--- config.mk ---
export PLATFORM = sky130hd
export DESIGN_NAME = dds_sweep_ctrl
export DESIGN_NICKNAME = d
export VERILOG_FILES = /design/src/rtl/dds_sweep_ctrl.sv
export SDC_FILE = /design/constraint.sdc
export NUM_CORES = 1
export LEC_CHECK = 0
export BUFFER_PORTS_ARGS = -buffer_cell sky130_fd_sc_hd__buf_2
export CAP_MARGIN = 20
export CORE_AREA = 2 2 203 205
export DETAILED_ROUTE_END_ITERATION = 7
export DIE_AREA = 0 0 205 207
export MAX_ROUTING_LAYER = met4
export SKIP_CTS_REPAIR_TIMING = 1
export SYNTH_ARGS = -nofsm -noshare
export SYNTH_HDL_FRONTEND = slang
export SYNTH_SLANG_ARGS = --single-unit
export TNS_END_PERCENT = 5
--- constraint.sdc ---
create_clock -name Clk -period 13.5 [get_ports Clk]
set_clock_uncertainty 0.15 [all_clocks]
set_input_delay 1.35 -clock Clk [delete_from_list [all_inputs] [get_ports Clk]]
set_output_delay 1.35 -clock Clk [all_outputs]
set_load 0.01 [all_outputs]
--- src/rtl/dds_sweep_ctrl.sv ---
// Linear frequency-sweep sequencer driving the DDS frequency word.
// Steps Fword from a start word to a stop word with a programmable dwell per word.
module dds_sweep_ctrl #(
   parameter int FW_W    = 32,
   parameter int DWELL_W = 24
) (
   input  logic               Clk,
   input  logic               Reset_n,
   input  logic               Start,
   input  logic               Stop,
   input  logic               Cont,
   input  logic [FW_W-1:0]    F_Start,
   input  logic [FW_W-1:0]    F_Stop,
   input  logic [FW_W-1:0]    F_Step,
   input  logic [DWELL_W-1:0] Dwell,
   output logic [FW_W-1:0]    Fword,
   output logic               Busy,
   output logic               Step_Strobe,
   output logic               Sweep_Done,
   output logic               Dbg_State
);

   typedef enum logic {S_IDLE = 1'b0, S_DWELL = 1'b1} state_t;

   state_t             r_state, w_state_nxt;
   logic [DWELL_W-1:0] r_cnt, w_cnt_nxt;
   logic [FW_W-1:0]    r_fword, w_fword_nxt;
   logic               r_busy, w_busy_nxt;
   logic               r_strobe, w_strobe_nxt;
   logic               r_done, w_done_nxt;

   logic [FW_W-1:0]    r_start_s, r_stop_s, r_step_s;
   logic [DWELL_W-1:0] r_dwell_s;
   logic               r_cont_s, r_up_s;

   logic               w_go;
   logic [FW_W:0]      w_sum, w_diff;
   logic [FW_W-1:0]    w_next;

   // A simultaneous Stop suppresses the start request.
   assign w_go = (r_state == S_IDLE) && Start && !Stop;

   // Extra top bit catches carry (up) or borrow (down); both clamp to the stop word.
   assign w_sum  = {1'b0, r_fword} + {1'b0, r_step_s};
   assign w_diff = {1'b0, r_fword} - {1'b0, r_step_s};

   always_comb begin
      w_next = r_stop_s;
      if (r_up_s) begin
         if (!w_sum[FW_W] && (w_sum[FW_W-1:0] <= r_stop_s))
            w_next = w_sum[FW_W-1:0];
      end else begin
         if (!w_diff[FW_W] && (w_diff[FW_W-1:0] >= r_stop_s))
            w_next = w_diff[FW_W-1:0];
      end
   end

   always_ff @(posedge Clk or negedge Reset_n) begin
      if (!Reset_n) begin
         r_start_s <= '0;
         r_stop_s  <= '0;
         r_step_s  <= '0;
         r_dwell_s <= '0;
         r_cont_s  <= 1'b0;
         r_up_s    <= 1'b0;
      end else if (w_go) begin
         r_start_s <= F_Start;
         r_stop_s  <= F_Stop;
         r_step_s  <= (F_Step == '0) ? FW_W'(1) : F_Step;
         r_dwell_s <= Dwell;
         r_cont_s  <= Cont;
         r_up_s    <= (F_Stop >= F_Start);
      end
   end

   always_comb begin
      w_state_nxt  = r_state;
      w_cnt_nxt    = r_cnt;
      w_fword_nxt  = r_fword;
      w_busy_nxt   = r_busy;
      w_strobe_nxt = 1'b0;
      w_done_nxt   = 1'b0;
      case (r_state)
         S_IDLE: begin
            if (w_go) begin
               w_state_nxt  = S_DWELL;
               w_cnt_nxt    = '0;
               w_fword_nxt  = F_Start;
               w_busy_nxt   = 1'b1;
               w_strobe_nxt = 1'b1;
            end
         end
         S_DWELL: begin
            if (Stop) begin
               w_state_nxt = S_IDLE;
               w_busy_nxt  = 1'b0;
            end else if (r_cnt == r_dwell_s) begin
               w_cnt_nxt = '0;
               if (r_fword != r_stop_s) begin
                  w_fword_nxt  = w_next;
                  w_strobe_nxt = 1'b1;
               end else begin
                  w_done_nxt = 1'b1;
                  if (r_cont_s) begin
                     w_fword_nxt  = r_start_s;
                     w_strobe_nxt = 1'b1;
                  end else begin
                     w_state_nxt = S_IDLE;
                     w_busy_nxt  = 1'b0;
                  end
               end
            end else begin
               w_cnt_nxt = r_cnt + DWELL_W'(1);
            end
         end
         default: begin
            w_state_nxt = S_IDLE;
            w_busy_nxt  = 1'b0;
         end
      endcase
   end

   always_ff @(posedge Clk or negedge Reset_n) begin
      if (!Reset_n) begin
         r_state  <= S_IDLE;
         r_cnt    <= '0;
         r_fword  <= '0;
         r_busy   <= 1'b0;
         r_strobe <= 1'b0;
         r_done   <= 1'b0;
      end else begin
         r_state  <= w_state_nxt;
         r_cnt    <= w_cnt_nxt;
         r_fword  <= w_fword_nxt;
         r_busy   <= w_busy_nxt;
         r_strobe <= w_strobe_nxt;
         r_done   <= w_done_nxt;
      end
   end

   assign Fword       = r_fword;
   assign Busy        = r_busy;
   assign Step_Strobe = r_strobe;
   assign Sweep_Done  = r_done;
   assign Dbg_State   = r_state;

endmodule
==> impl_metrics.toml <==
[clock_network]
cts_buffer_depth = 2
numCtsBuffers = 17
cts.sinks = 182
worst_skew_pair.late_latency_ns = 0.51
cts_max_level = 4
cts_tree = "built"
cts-root-buf = "clkbuf_16"
clk_pin_slew_ns = 0.09

[grt]
grt_max_degree = 90
grt_pass1_wl_mm = 82.7
grt_overflow = 0
grt_pass1_vias = 13700
grt_use_total = 0.266
antenna_found_initial = 0

[final_layout]
design_area_um2 = 16600
layout_commonest_cell = "nand2_1"
layout-drive-gt1-share = 0.121
diodes = 0
final_cell_mix = "273 x nand2_1, 181 x dfrtp_1, 174 x o21ai_0"
final_nets = 2236
area_growth_pct = 12.5

[critical_path]
crit_fanout = 22
crit_type = "flop to flop"
crit_chain = "ha_1 > inv_1 > a2111oi_0 > nand2_1 > a31oi_1 > o21ai_0 > a31oi_1 > o211ai_1 > ha_1 > nand4_1 > nor4_1 > nand2_1 > nor4_1 > o211ai_1 > nor3_2 > buf_4 > or2_0 > o221ai_1 > a31oi_1"
critical_path_required_ns = 13.79
worstSetupEndpointType = "flop"
cpMostUsedCell = "a31oi_1"
critical-path-max-stage-delay_ns = 0.67
cp.arrival_ns = 7.27
startpoint_type = "flop"
cp_slowest_cell = "a2111oi_0"

[sta]
fin_crit_sh = 0.517
final.min_clock_period_ns = 6.99
finalHoldViolCount = 0
drv_slew = 0
tns_ns = 0
rsz0062_at_grt = "false"
slew_headroom = 0.268
setup_violations = 0
max_freq_ghz = 0.143
worstMarginPinSlew_ns = 1.08

[yosys]
synth-seq-cells = 182
synthFlopType = "dfrtp_1"
syn_inst = 1842
synth_warnings = 0
synth.net_count = 2130
synth-edff-count = 0
synth_cell_types = 79
yosysSeqAreaShare = 0.309
synth_area_per_cell_um2 = 8.00
async_flop_share = 1.00
synth_area_um2 = 14700

[floorplanning]
start_util = 0.365
io_pins = 161
die_w_um = 205
design.die.area_um2 = 42400
die_y_um = 207
rows = 74
core-area_um2 = 40400

[power]
internal_power_mw = 1.61
power_frac_comb = 0.604
swShare = 0.509
vdd_ir_drop_max_mv = 0.0875
seqPwrFrac = 0.234
power_density_nw_per_um2 = 198
p_switching_mw = 1.67
clockPowerShare = 0.161
p_leak_nw = 7.80

[placed_design]
place_area_um2 = 16000
hpwl_mm = 42.4
place_congestion = 0.952
io_buffers = 160

[detailed_routing]
route.detailed.wl_per_inst_um = 21.7
num_vias = 14000
post-route-drc-count = 0
drtAntennaViolNets = 0
drt_pre_antenna_iters = 5
routed_wl_mm = 54.2
viasPerCell = 5.62
drt-initial-drc-count = 1128

[hold_path]
hold_class = "flop to flop"

[outcome]
status = "finished clean"

[flow_run]
maxCapViolations = 0
==> state kept, by name (all words and copies together), names as in the netlist <==
register / flops
Busy: 1
Dbg_State: 1
Fword: 32
Step_Strobe: 1
Sweep_Done: 1
r_cnt: 24
r_cont_s: 1
r_dwell_s: 24
r_start_s: 32
r_step_s: 32
r_stop_s: 32
r_up_s: 1
==> area by class of cell <==
cell class | instances | area, um^2
clock buffer | 18 | 439
sequential | 182 | 4560
multi-input combinational | 1435 | 9340
fill | 4241 | 23800
tap | 532 | 666
timing repair buffer | 173 | 907
inverter | 139 | 522
clock inverter | 14 | 156
==> power by group through the flow <==
stage / Sequential (mW) / Clock, mW / Combinational, mW
after global routing: 0.784 / 0.564 / 2.17
final: 0.768 / 0.529 / 1.98
after floorplan: 0.745 / 0 / 1.32
after global placement: 0.773 / 0 / 1.93
after CTS: 0.766 / 0.539 / 1.95
after detailed placement: 0.776 / 0 / 1.93
==> logic make-up (layout without fill, tap and decap cells) <==
| logic type | count (synthesis) | after routing | share of synthesized area |
|---|---|---|---|
| flops | 182 | 182 | 0.309 |
| simple gates | 603 | 603 | 0.188 |
| fa+ha+maj | 163 | 163 | 0.139 |
| mux | 2 | 2 | 0.00136 |
| xor+xnor | 123 | 123 | 0.0731 |
| buf+inv | 225 | 344 | 0.0592 |
| compound gates | 544 | 544 | 0.230 |
==> path summary, 6_finish.rpt <==
check                             start             to  slack, ns  depth (start not counted)
min in group asynchronous       Reset_n   r_step_s[13]       0.67                          1
max in group asynchronous       Reset_n  r_dwell_s[18]      11.20                          2
setup / recovery               Fword[6]      Fword[17]       6.51                         19
hold reg to reg            r_start_s[0]   r_start_s[0]       0.32                          2
setup reg to reg               Fword[6]      Fword[17]       6.51                         19
hold / removal             r_start_s[0]   r_start_s[0]       0.32                          2
==> synthesized netlist by cell type (all sizes together) (26+ instances only) <==
cell type,n,share of area
nand4,36,0.015
nor2,121,0.031
inv,138,0.035
nand2,273,0.070
o21ai,176,0.061
xnor2,90,0.053
nor4,26,0.011
dfrtp,182,0.31
ha,161,0.14
clkbuf,67,0.017
a21oi,153,0.052
xor2,33,0.020
nand3,34,0.012
a21o,30,0.015
==> worst max-delay path, delay by kind of cell (launching register included) <==
kind | cells | cell delay, ns
adder cells (fa/ha/maj) | 2 | 0.89
buffers and inverters | 2 | 0.56
flip-flops | 1 | 0.45
AND/OR/NAND/NOR | 7 | 2.25
AO/OA/AOI/OAI | 8 | 2.59
==> layer usage <==
| layer | part of all wire | vias to the layer above | wire (um) | GRT usage |
|---|---|---|---|---|
| met5 | 0 | - | 0 | - |
| met4 | 0.026 | 0 | 1400 | 0.0829 |
| met3 | 0.072 | 66 | 3910 | 0.0551 |
| met2 | 0.43 | 495 | 23600 | 0.385 |
| met1 | 0.47 | 6741 | 25300 | 0.370 |
| li1 | - | 6717 | - | - |
==> per-stage QoR <==
| step | worst slack (ns) | util | total power, mW | hold WS, ns | cells |
|---|---|---|---|---|---|
| after CTS | 6.49 | 0.411 | 3.25 | 0.326 | 2493 |
| after global routing | 6.01 | 0.411 | 3.52 | 0.360 | 2493 |
| final | 6.51 | 0.411 | 3.28 | 0.324 | 2493 |
| after global placement | 6.64 | 0.396 | 2.70 | 0.300 | 2461 |
| after detailed placement | 6.52 | 0.396 | 2.70 | 0.306 | 2461 |
| after floorplan | 8.37 | - | 2.06 | 0.287 | 1842 |
Power figures use the tool's default switching activity.
